$ cat src/rtl/seq_alu_flags.sv
// rtl/seq_alu_flags.sv - sequential N-bit ALU with registered N/Z/C/V flags and busy/done handshake
// Optional feature macro: MULT_ITER_EN (iterative shift-add multiplier instead of single-cycle MUL).
module seq_alu_flags #(
  parameter int N = 4
) (
  input  logic         i_clk,
  input  logic         i_rst,
  input  logic         i_start,
  input  logic [3:0]   i_op,
  input  logic [N-1:0] i_a,
  input  logic [N-1:0] i_b,
  output logic         o_busy,
  output logic         o_done,
  output logic [N-1:0] o_result,
  output logic         o_flag_n,
  output logic         o_flag_z,
  output logic         o_flag_c,
  output logic         o_flag_v
);
  localparam int CW = $clog2(N + 1);

  localparam logic [3:0] OP_ADD = 4'd0;
  localparam logic [3:0] OP_SUB = 4'd1;
  localparam logic [3:0] OP_MUL = 4'd2;
  localparam logic [3:0] OP_DIV = 4'd3;
  localparam logic [3:0] OP_MOD = 4'd4;
  localparam logic [3:0] OP_AND = 4'd5;
  localparam logic [3:0] OP_OR  = 4'd6;
  localparam logic [3:0] OP_XOR = 4'd7;
  localparam logic [3:0] OP_SHL = 4'd8;
  localparam logic [3:0] OP_SHR = 4'd9;

  typedef enum logic [1:0] {S_IDLE, S_EXEC, S_ITER} state_t;

  state_t          r_state;
  state_t          w_state_nxt;
  logic            w_finish;
  logic            w_iter_op;
  logic [3:0]      r_op;
  logic [N-1:0]    r_a;
  logic [N-1:0]    r_b;
  logic [N-1:0]    r_rem;
  logic [N-1:0]    r_quo;
  logic [CW-1:0]   r_cnt;

  logic [N:0]      w_sum;
  logic [N:0]      w_dif;
  logic [N:0]      w_shl;
  logic [N:0]      w_shr;
  logic [N:0]      w_rem_sh;
  logic            w_ge;
  logic [N-1:0]    w_rem_nxt;
  logic [N-1:0]    w_quo_nxt;
  logic [N-1:0]    w_res;
  logic            w_c;
  logic            w_v;
  logic            w_z_en;

`ifdef MULT_ITER_EN
  logic [2*N-1:0]  r_acc;
  logic [2*N-1:0]  r_mcand;
  logic [N-1:0]    r_mplier;
  logic [2*N-1:0]  w_acc_nxt;

  assign w_acc_nxt = r_acc + (r_mplier[0] ? r_mcand : '0);
  assign w_iter_op = ((r_op == OP_DIV || r_op == OP_MOD) && r_b != '0) || (r_op == OP_MUL);
`else
  logic [2*N-1:0]  w_prod;

  assign w_prod    = {{N{1'b0}}, r_a} * {{N{1'b0}}, r_b};
  assign w_iter_op = (r_op == OP_DIV || r_op == OP_MOD) && r_b != '0;
`endif

  assign w_sum = {1'b0, r_a} + {1'b0, r_b};
  assign w_dif = {1'b0, r_a} - {1'b0, r_b};
  // Extra bit catches the last bit shifted out, which is the C flag.
  assign w_shl = {1'b0, r_a} << r_b;
  assign w_shr = {r_a, 1'b0} >> r_b;

  // Restoring divide step: quotient register feeds dividend bits MSB first.
  assign w_rem_sh  = {r_rem, r_quo[N-1]};
  assign w_ge      = w_rem_sh >= {1'b0, r_b};
  assign w_rem_nxt = w_ge ? N'(w_rem_sh - {1'b0, r_b}) : w_rem_sh[N-1:0];
  assign w_quo_nxt = {r_quo[N-2:0], w_ge};

  always_ff @(posedge i_clk) begin
    if (i_rst) r_state <= S_IDLE;
    else       r_state <= w_state_nxt;
  end

  always_comb begin
    w_state_nxt = r_state;
    w_finish    = 1'b0;
    case (r_state)
      S_IDLE: if (i_start) w_state_nxt = S_EXEC;
      S_EXEC: begin
        if (w_iter_op) begin
          w_state_nxt = S_ITER;
        end else begin
          w_state_nxt = S_IDLE;
          w_finish    = 1'b1;
        end
      end
      S_ITER: begin
        if (r_cnt == '0) begin
          w_state_nxt = S_IDLE;
          w_finish    = 1'b1;
        end
      end
      default: w_state_nxt = S_IDLE;
    endcase
  end

  always_comb begin
    w_res  = '0;
    w_c    = 1'b0;
    w_v    = 1'b0;
    w_z_en = 1'b1;
    if (r_state == S_ITER) begin
`ifdef MULT_ITER_EN
      if (r_op == OP_MUL) begin
        w_res = w_acc_nxt[N-1:0];
        w_c   = |w_acc_nxt[2*N-1:N];
      end else begin
        w_res = (r_op == OP_DIV) ? w_quo_nxt : w_rem_nxt;
      end
`else
      w_res = (r_op == OP_DIV) ? w_quo_nxt : w_rem_nxt;
`endif
    end else begin
      case (r_op)
        OP_ADD: begin
          w_res = w_sum[N-1:0];
          w_c   = w_sum[N];
          w_v   = (r_a[N-1] == r_b[N-1]) && (w_sum[N-1] != r_a[N-1]);
        end
        OP_SUB: begin
          w_res = w_dif[N-1:0];
          w_c   = w_dif[N];
          w_v   = (r_a[N-1] != r_b[N-1]) && (w_dif[N-1] != r_a[N-1]);
        end
        OP_MUL: begin
`ifdef MULT_ITER_EN
          w_res = '0;
`else
          w_res = w_prod[N-1:0];
          w_c   = |w_prod[2*N-1:N];
`endif
        end
        // Only reached here with a zero divisor: divide-by-zero reporting.
        OP_DIV, OP_MOD: begin
          w_v    = 1'b1;
          w_z_en = 1'b0;
        end
        OP_AND: w_res = r_a & r_b;
        OP_OR:  w_res = r_a | r_b;
        OP_XOR: w_res = r_a ^ r_b;
        OP_SHL: begin
          w_res = w_shl[N-1:0];
          w_c   = w_shl[N];
        end
        OP_SHR: begin
          w_res = w_shr[N:1];
          w_c   = w_shr[0];
        end
        default: w_z_en = 1'b0;
      endcase
    end
  end

  always_ff @(posedge i_clk) begin
    if (i_rst) begin
      r_op     <= '0;
      r_a      <= '0;
      r_b      <= '0;
      r_rem    <= '0;
      r_quo    <= '0;
      r_cnt    <= '0;
      o_busy   <= 1'b0;
      o_done   <= 1'b0;
      o_result <= '0;
      o_flag_n <= 1'b0;
      o_flag_z <= 1'b0;
      o_flag_c <= 1'b0;
      o_flag_v <= 1'b0;
`ifdef MULT_ITER_EN
      r_acc    <= '0;
      r_mcand  <= '0;
      r_mplier <= '0;
`endif
    end else begin
      o_busy <= (w_state_nxt != S_IDLE);
      o_done <= w_finish;
      if (r_state == S_IDLE && i_start) begin
        r_op <= i_op;
        r_a  <= i_a;
        r_b  <= i_b;
      end
      if (r_state == S_EXEC) begin
        r_rem <= '0;
        r_quo <= r_a;
        r_cnt <= CW'(N - 1);
`ifdef MULT_ITER_EN
        r_acc    <= '0;
        r_mcand  <= {{N{1'b0}}, r_a};
        r_mplier <= r_b;
`endif
      end else if (r_state == S_ITER) begin
        r_rem <= w_rem_nxt;
        r_quo <= w_quo_nxt;
        r_cnt <= r_cnt - 1'b1;
`ifdef MULT_ITER_EN
        r_acc    <= w_acc_nxt;
        r_mcand  <= r_mcand << 1;
        r_mplier <= r_mplier >> 1;
`endif
      end
      if (w_finish) begin
        o_result <= w_res;
        o_flag_n <= w_res[N-1];
        o_flag_z <= w_z_en && (w_res == '0);
        o_flag_c <= w_c;
        o_flag_v <= w_v;
      end
    end
  end

endmodule

$ cat config.mk
export PLATFORM = sky130hd
export DESIGN_NAME = seq_alu_flags
export DESIGN_NICKNAME = d
export VERILOG_FILES = /design/src/rtl/seq_alu_flags.sv
export SDC_FILE = /design/constraint.sdc
export NUM_CORES = 1
export LEC_CHECK = 0
export ABC_AREA = 1
export CAP_MARGIN = 20
export CORE_MARGIN = 1
export CORE_UTILIZATION = 55
export CTS_BUF_LIST = sky130_fd_sc_hd__clkbuf_8
export DETAILED_ROUTE_END_ITERATION = 12
export GPL_ROUTABILITY_DRIVEN = 0
export PLACE_DENSITY = 0.76
export SLEW_MARGIN = 10
export SYNTH_ARGS = -nofsm -noshare
export SYNTH_HDL_FRONTEND = slang
export SYNTH_SLANG_ARGS = --single-unit
$ cat constraint.sdc
create_clock -name i_clk -period 4.9 [get_ports i_clk]
set_input_delay 0.98 -clock i_clk [delete_from_list [all_inputs] [get_ports i_clk]]
set_output_delay 0.98 -clock i_clk [all_outputs]
set_load 0.01 [all_outputs]
After elaboration in Yosys (flattened, before gate mapping):

Cells that the tools add are included.

* logic and storage cells: 79
* register bits: 35
* output and inout bits: 10
* input bits: 15

* bitwise gates (word level): 3
* shifts and indexed selects: 2
* equal/unequal tests: 15
* reductions and logical operators: 17
* add/sub/neg operators: 4
* multiplexer cells: 21
* $mul: 1
* magnitude comparators: 1

Operators by type and width (number)
* 4-bit case mux with 8 select lines: 1
* 4-bit 2-to-1 mux: 5
* 4-bit by 3-bit equality test with 1-bit output, second input constant: 4
* 2-bit 2-to-1 mux: 5
* 4-bit by 2-bit equality test with 1-bit output, second input constant: 2
* 4-bit equality test, second input constant: 2
* 4-bit zero test: 2
* 4-bit by 4-bit multiplier with 8-bit output: 1
* 8-bit OR reduction: 1
* 1-bit 2-to-1 mux: 6
* 2-bit case mux with 3 select lines: 1
* 4-bit by 4-bit adder with 5-bit output: 1
* 5-bit by 4-bit >= comparator with 1-bit output: 1
* 1-bit logical AND: 5
* 1-bit case mux with 5 select lines: 1
* 4-bit by 4-bit left shift with 5-bit output: 1
* 5-bit by 4-bit right shift with 5-bit output: 1
* 4-bit by 4-bit subtractor with 5-bit output: 1
* 4-bit bitwise AND: 1
* 4-bit by 1-bit equality test with 1-bit output, second input constant: 1
* 4-bit bitwise OR: 1
* 2-bit nonzero test: 2
* 4-bit nonzero test: 1
* 2-bit OR reduction: 2
* other kinds (13): 15

Depth between registers and ports, before layout:

Gate-level depths: netlist (run 1).

* word-level depth: 6
* depth in mapped cells: 17
* depth with buffers taken out: 17

Worst setup path after synthesis (run 1):

No wires, ideal clock.

* path kind: register to register
* from: reg r_b[1]
* to: reg o_flag_c
* required time: 4784 ps
* setup time: 116 ps
* path buffers: 1
* period minus slack after synthesis: 3136 ps
* setup slack: 1764 ps
* cell stages (with the launch flop): 17
* arrival time: 3021 ps
* path through: dfxtp_1 -> clkbuf_1 -> nand2_1 -> fa_1 -> inv_1 -> fa_1 -> fa_1 -> nand2_1 -> nand2_1 -> a21oi_1 -> nor2_1 -> nor3_1 -> nand3_1 -> nand2_1 -> nand2_1 -> nand2_1 -> a21oi_1

* cells in the longest elaborated chain, start to end: 4
* elaborated cells between the ends (all ways): 12
* those cells by class: add/sub: 2; mul: 1; shift: 2; mux: 4; reduce/logical: 3

RTL lines
* from (decl): line 41 `logic [N-1:0] r_b;`
* from (signal assigned): line 197 `r_b <= i_b;`
* 4-bit by 4-bit multiplier with 8-bit output / 4-bit nonzero test (equally long branches): line 70, 71
* 4-bit OR reduction / 1-bit logical AND (equally long branches): line 147, 71
* 1-bit case mux with 5 select lines / 1-bit 2-to-1 mux (equally long branches): line 131, 97
* 1-bit 2-to-1 mux / 1-bit case mux with 2 select lines (equally long branches): line 119, 94
* to (signal assigned): line 222 `o_flag_c <= w_c;`
* to (decl): line 17 `output logic o_flag_c,`

Several ways; a longest one is shown, not always the timed one.
A chain may end at the register's enable or synchronous reset.

Final worst setup path (run 1):

Ends and elaborated chain as after synthesis.

==> flow_metrics.env, run 1 <==
export IMPL_wl_per_cell_um=13.4
export IMPL_drive_above_1_share_pct=5.88
export IMPL_synth_flop_cell="dfxtp_1"
export IMPL_htreeDepth=2
export IMPL_synth_top_cells_by_area="dfxtp_1 22%, ha_1 14%, nand2_1 14%"
export IMPL_synth_top_area_share_pct=22.5
export IMPL_cts_tree="built"
export IMPL_path_class="flop to flop"
export IMPL_worst_ep_arrival_time_ps=3460
export IMPL_grt_max_degree=26
export IMPL_cts_buffers=5
export IMPL_diodes=0
export IMPL_area_delta_synth_final_pct=11.8
export IMPL_yosys_cell_count_top_type="nand2_1"
export IMPL_required_ps=5060
export IMPL_crit_start="r_b[1]$_SDFFE_PP0P_"
export IMPL_drt_iter0_markers=242
export IMPL_period_minus_slack_ps=3300
export IMPL_synth_edf_count=0
export IMPL_power_density_nw_per_um2=264
export IMPL_synth_commonest_cells="110 x nand2_1, 61 x inv_1, 42 x nor2_1"
export IMPL_cts_root_buffer="clkbuf_8"
export IMPL_cap_violations=0
export IMPL_ys_seq_area_share_pct=22.5
export IMPL_finalHoldViolations=0
export IMPL_total_leakage_power_nw=1.77
export IMPL_r2r_end="o_flag_c$_SDFFE_PP0P_"
export IMPL_rows=26
export IMPL_slew_viol_final=0
export IMPL_endpoint="o_flag_c$_SDFFE_PP0P_"
export IMPL_num_nets_final=533
export IMPL_period_share_pct=67.3
export IMPL_critPathCaptureType="flop"
export IMPL_die_area_um2=5810
export IMPL_ctsResizeCount=0
export IMPL_status="finished, final reports clean"
export IMPL_async_flop_share_pct=0
export IMPL_clock_path_buffers=2
export IMPL_min_path_type="flop to flop"
export IMPL_cts_clk_slew_worst_paths_ps=70
export IMPL_cts_hold_buf=0
export IMPL_antenna_found_initial=0
export IMPL_gr_usage_all_layers_pct=27.0
export IMPL_drt_pass1_iterations=5
export IMPL_rr_worst_depth=15
export IMPL_tightest_slew_ps=711
export IMPL_p_total_mw=0.895
export IMPL_fill_cells=506
export IMPL_fin_util_pct=65.0
export IMPL_placed_area_um2=3270
export IMPL_hpwl_um=5710
export IMPL_ff2ff_setup_slack_ps=1600
export IMPL_final_cells=546
export IMPL_r2r_start="r_b[1]$_SDFFE_PP0P_"
export IMPL_synth_seq_cells=34
export IMPL_design_area_um2=3390
export IMPL_port_buffers=24
export IMPL_postSynthCellCount=458
export IMPL_grt_pass1_vias=2728
export IMPL_core_area_um2=5200
export IMPL_postCtsSetupBuffers=0
export IMPL_fmax_mhz=303
export IMPL_syn_area_um2=3030
export IMPL_vdd_drop_max_uv=225
export IMPL_clkLatencyLatePin_ps=290
export IMPL_dieWidth_um=76.2
export IMPL_ioPinCount=25
export IMPL_worstSetupStartpointType="flop"
export IMPL_start_util_pct=58.2
export IMPL_dp_cells=539
export IMPL_synth_avg_cell_area_um2=6.61
export IMPL_synth_top_area_cell="dfxtp_1"
export IMPL_final_setup_tns_ps=0
export IMPL_path_max_fanout=14
export IMPL_clkSinkCount=34
export IMPL_setup_viol_count_final=0
export IMPL_wirelength_um=7320
export IMPL_syn_num_nets=515
export IMPL_vias=2974
export IMPL_synth_cell_types=37
export IMPL_grt_pass1_wl_um=12400
export IMPL_postRouteAntennaNets=0
export IMPL_viasPerCell=5.45
export IMPL_overflow=0
export IMPL_rsz0062_at_grt="no"
export IMPL_slew_headroom_pct=52.5
export IMPL_yosysWarnings=0
export IMPL_drcViolationCount=0
export IMPL_die_h_um=76.2
export IMPL_clock_skew_ps=5.99
## how the worst min path moves through the flow
| stage | startpoint | end | slack [ps] | depth (start not counted) |
|---|---|---|---|---|
| after floorplan | r_cnt[0]$_SDFFE_PP0P_ | r_cnt[0]$_SDFFE_PP0P_ | 440 | 1 |
| after global placement | o_flag_v$_SDFFE_PP0P_ | o_flag_v$_SDFFE_PP0P_ | 450 | 2 |
| after detailed placement | r_cnt[0]$_SDFFE_PP0P_ | r_cnt[0]$_SDFFE_PP0P_ | 460 | 1 |
| after CTS | r_cnt[0]$_SDFFE_PP0P_ | r_cnt[0]$_SDFFE_PP0P_ | 470 | 1 |
| after global routing | o_flag_c$_SDFFE_PP0P_ | o_flag_c$_SDFFE_PP0P_ | 490 | 2 |
| final | o_flag_c$_SDFFE_PP0P_ | o_flag_c$_SDFFE_PP0P_ | 470 | 2 |
## state kept, by name, summed over array words and instances (netlist names)
signal,count
o_result,4
r_a,4
o_flag_v,1
o_flag_c,1
r_quo,4
r_op,4
r_state,2
r_b,4
o_flag_z,1
r_cnt,3
o_busy,1
r_rem,4
o_done,1
## worst max-delay path: stages (launching register included)
cell and delay, ps:
dfxtp_1 670, nand2_1 140, fa_1 500, inv_1 50
fa_1 500, fa_1 480, nand2_1 90, nand2_1 50
a21oi_1 150, nor2_1 60, nor3_1 170, nand3_1 80
nand2_1 60, nand2_1 40, nand2_1 50, a21oi_1 50
## per-layer routing
layer	share of wire, %	up-vias	track usage, %	wire length, µm
met5	0	-	0	0
met4	3.1	0	11.5	228
met3	6.5	24	4.31	478
met2	45	100	45.0	3300
met1	45	1335	34.6	3310
li1	-	1515	-	-
## layout by cell type (no fill, tap or decap), types with 3 or more instances in the layout
cell	instances
inv_2	5
clkdlybuf4s50_1	24
a21oi_1	32
nor2_1	42
fa_1	7
nand2_1	110
o211ai_1	10
ha_1	35
o21ai_0	31
nand2_2	6
dfxtp_1	34
nand3_1	41
inv_1	61
nor2_2	3
a31oi_1	4
clkbuf_8	6
## cell type report
class	count	area (µm²)	share of cell area (%)
clock buffer	6	82.6	2.44
clock inverter	1	30.0	0.887
multi-input combinational	342	2000	59.2
tap	70	87.6	2.59
timing repair buffer	24	240	7.10
inverter	69	262	7.72
sequential	34	681	20.1
## metrics by stage
| stage | hold WS (ps) | setup WS, ps |
|---|---|---|
| after floorplan | 440 | 1760 |
| after global placement | 452 | 1690 |
| after detailed placement | 460 | 1620 |
| after CTS | 473 | 1600 |
| after global routing | 488 | 1290 |
| final | 468 | 1600 |
## cells by family (layout without fill, tap and decap cells)
logic type / after synthesis / in the layout / share of synthesized area (%)
and+or+nand+nor: 212 / 212 / 30.1
AOI/OAI and AO/OA: 84 / 84 / 15.8
buffers and inverters: 82 / 100 / 11.4
adders and majority gates: 42 / 42 / 19.1
DFF: 34 / 34 / 22.5
xor gates and xnor gates: 4 / 4 / 1.16
## power breakdown
group	internal [mW]	leakage [nW]	switching, mW	total, mW
clock	0.163	0.0573	0.103	0.266
combinational	0.109	1.43	0.193	0.301
sequential	0.298	0.279	0.0295	0.328
total	0.570	1.77	0.325	0.895
(Power assumes the default switching activity.)
==> inputs of run 2 (changes only) <==
==> constraint.sdc (replaced) <==
create_clock -name i_clk -period 3.1 [get_ports i_clk]
set_input_delay 0.62 -clock i_clk [delete_from_list [all_inputs] [get_ports i_clk]]
set_output_delay 0.62 -clock i_clk [all_outputs]
set_load 0.01 [all_outputs]
==> run 2 against run 1 <==
  * Sequential share of layout area decreased by 0.27 points
  * Maximum frequency is 13% higher
  * Register-to-register slack got worse by 1400 ps
  * Sequential cell count is the same
  * Clock-buffer cell count is the same
  * Critical path type unchanged
  * Highest routed layer unchanged
==> flow_metrics.env, run 2 (synthesized netlist as in run 1, its figures left out) <==
export IMPL_total_leakage_power_nw=1.80
export IMPL_grt_max_degree=26
export IMPL_status="finished, final reports clean"
export IMPL_clock_skew_ps=9.34
export IMPL_start_util_pct=58.2
export IMPL_path_class="flop to flop"
export IMPL_placed_area_um2=3340
export IMPL_period_share_pct=94.6
export IMPL_port_buffers=24
export IMPL_die_h_um=76.2
export IMPL_clock_path_buffers=2
export IMPL_overflow=0
export IMPL_finalHoldViolations=0
export IMPL_area_delta_synth_final_pct=13.8
export IMPL_diodes=0
export IMPL_gr_usage_all_layers_pct=28.3
export IMPL_final_cells=556
export IMPL_rows=26
export IMPL_power_density_nw_per_um2=398
export IMPL_vias=3020
export IMPL_grt_pass1_vias=2876
export IMPL_cts_tree="built"
export IMPL_htreeDepth=2
export IMPL_worst_ep_arrival_time_ps=3130
export IMPL_final_cell_mix="110 x nand2_1, 61 x inv_1, 42 x nor2_1"
export IMPL_path_max_fanout=5
export IMPL_min_path_type="flop to flop"
export IMPL_cp_num_buf_inv=2
export IMPL_grt_pass1_wl_um=13200
export IMPL_cts_clk_slew_worst_paths_ps=80
export IMPL_slew_headroom_pct=51.9
export IMPL_setup_viol_count_final=0
export IMPL_hpwl_um=5870
export IMPL_postCtsSetupBuffers=0
export IMPL_dieWidth_um=76.2
export IMPL_rsz0062_at_grt="no"
export IMPL_critPathCaptureType="flop"
export IMPL_postRouteAntennaNets=0
export IMPL_viasPerCell=5.43
export IMPL_drcViolationCount=0
export IMPL_drive_above_1_share_pct=8.64
export IMPL_cts_root_buffer="clkbuf_8"
export IMPL_period_minus_slack_ps=2930
export IMPL_die_area_um2=5810
export IMPL_ioPinCount=25
export IMPL_critPathMaxStageDelay_ps=540
export IMPL_final_common_cell="nand2_1"
export IMPL_vdd_drop_max_uv=242
export IMPL_design_area_um2=3440
export IMPL_ff2ff_setup_slack_ps=170
export IMPL_crit_path_cell_trace="ha_1, inv_1, fa_1, inv_1, ha_1, ha_1, nand3_1, nand3_1, xor2_1, nor3_1, nand3_1, nand2_1, nand2_1, nand2_1, a21oi_1"
export IMPL_cpMaxStageDelayCell="fa_1"
export IMPL_fmax_mhz=341
export IMPL_dp_cells=548
export IMPL_clkSinkCount=34
export IMPL_final_setup_tns_ps=0
export IMPL_cp_top_family="adder cells"
export IMPL_slew_viol_final=0
export IMPL_drt_iter0_markers=255
export IMPL_antenna_found_initial=0
export IMPL_clkLatencyLatePin_ps=300
export IMPL_num_nets_final=542
export IMPL_tightest_slew_ps=720
export IMPL_required_ps=3290
export IMPL_cap_violations=0
export IMPL_drt_pass1_iterations=5
export IMPL_worstSetupStartpointType="flop"
export IMPL_cts_buffers=5
export IMPL_wirelength_um=7600
export IMPL_core_area_um2=5200
export IMPL_p_total_mw=1.37
export IMPL_wl_per_cell_um=13.7
[run 2: changes by cell type in the layout (fill, tap and decap cells not counted), sizes merged]
cell / before / now
bufinv: 1 / 0
clkinv: 2 / 3
buf: 0 / 9
clkinvlp: 0 / 1
[run 2: layout make-up]
cell class	instances	area [µm²]
Clock buffer	6	82.6
Clock inverter	2	12.5
Fill cell	472	1760
Inverter	69	262
Multi-Input combinational cell	342	2010
Sequential cell	34	683
Tap cell	70	87.6
Timing Repair Buffer	33	308
[run 2: metrics by stage]
step	utilization, %	hold WS (ps)	setup WS (ps)
after CTS	66.0	470	33.5
after detailed placement	64.2	458	42.6
after global routing	66.2	503	12.4
final	66.2	465	168
after floorplan	-	440	56.6
after global placement	64.2	454	144
[run 2: worst min-delay path: stages, from the launching register on]
cell and delay, ps:
dfxtp_1 310, nand2_1 60, a21oi_1 50
[run 2: report_power, final]
part | switching, mW | total, mW | internal [mW]
Sequential | 0.0302 | 0.502 | 0.472
Combinational | 0.331 | 0.515 | 0.184
Clock | 0.175 | 0.354 | 0.178
Total | 0.536 | 1.37 | 0.835
[run 2: worst paths after layout]
path,startpoint,endpoint,cells past startpoint
worst max register to register,r_a[2]$_SDFFE_PP0P_,o_flag_c$_SDFFE_PP0P_,15
worst max-delay path,r_a[2]$_SDFFE_PP0P_,o_flag_c$_SDFFE_PP0P_,15
worst min register to register,o_flag_v$_SDFFE_PP0P_,o_flag_v$_SDFFE_PP0P_,2
worst min-delay path,o_flag_v$_SDFFE_PP0P_,o_flag_v$_SDFFE_PP0P_,2
[run 2: layer usage]
| layer | GRT usage (%) | wire (µm) | vias up |
|---|---|---|---|
| li1 | - | - | 1532 |
| met1 | 37.2 | 3390 | 1348 |
| met2 | 46.5 | 3440 | 127 |
| met3 | 4.79 | 626 | 13 |
| met4 | 10.6 | 153 | 0 |
| met5 | 0 | 0 | - |
[run 2: what timing repair did]
action | CTS | global route
gates resized for setup | 0 | 4
endpoints found under the setup margin | 0 | 3
hold buffers | 0 | 0
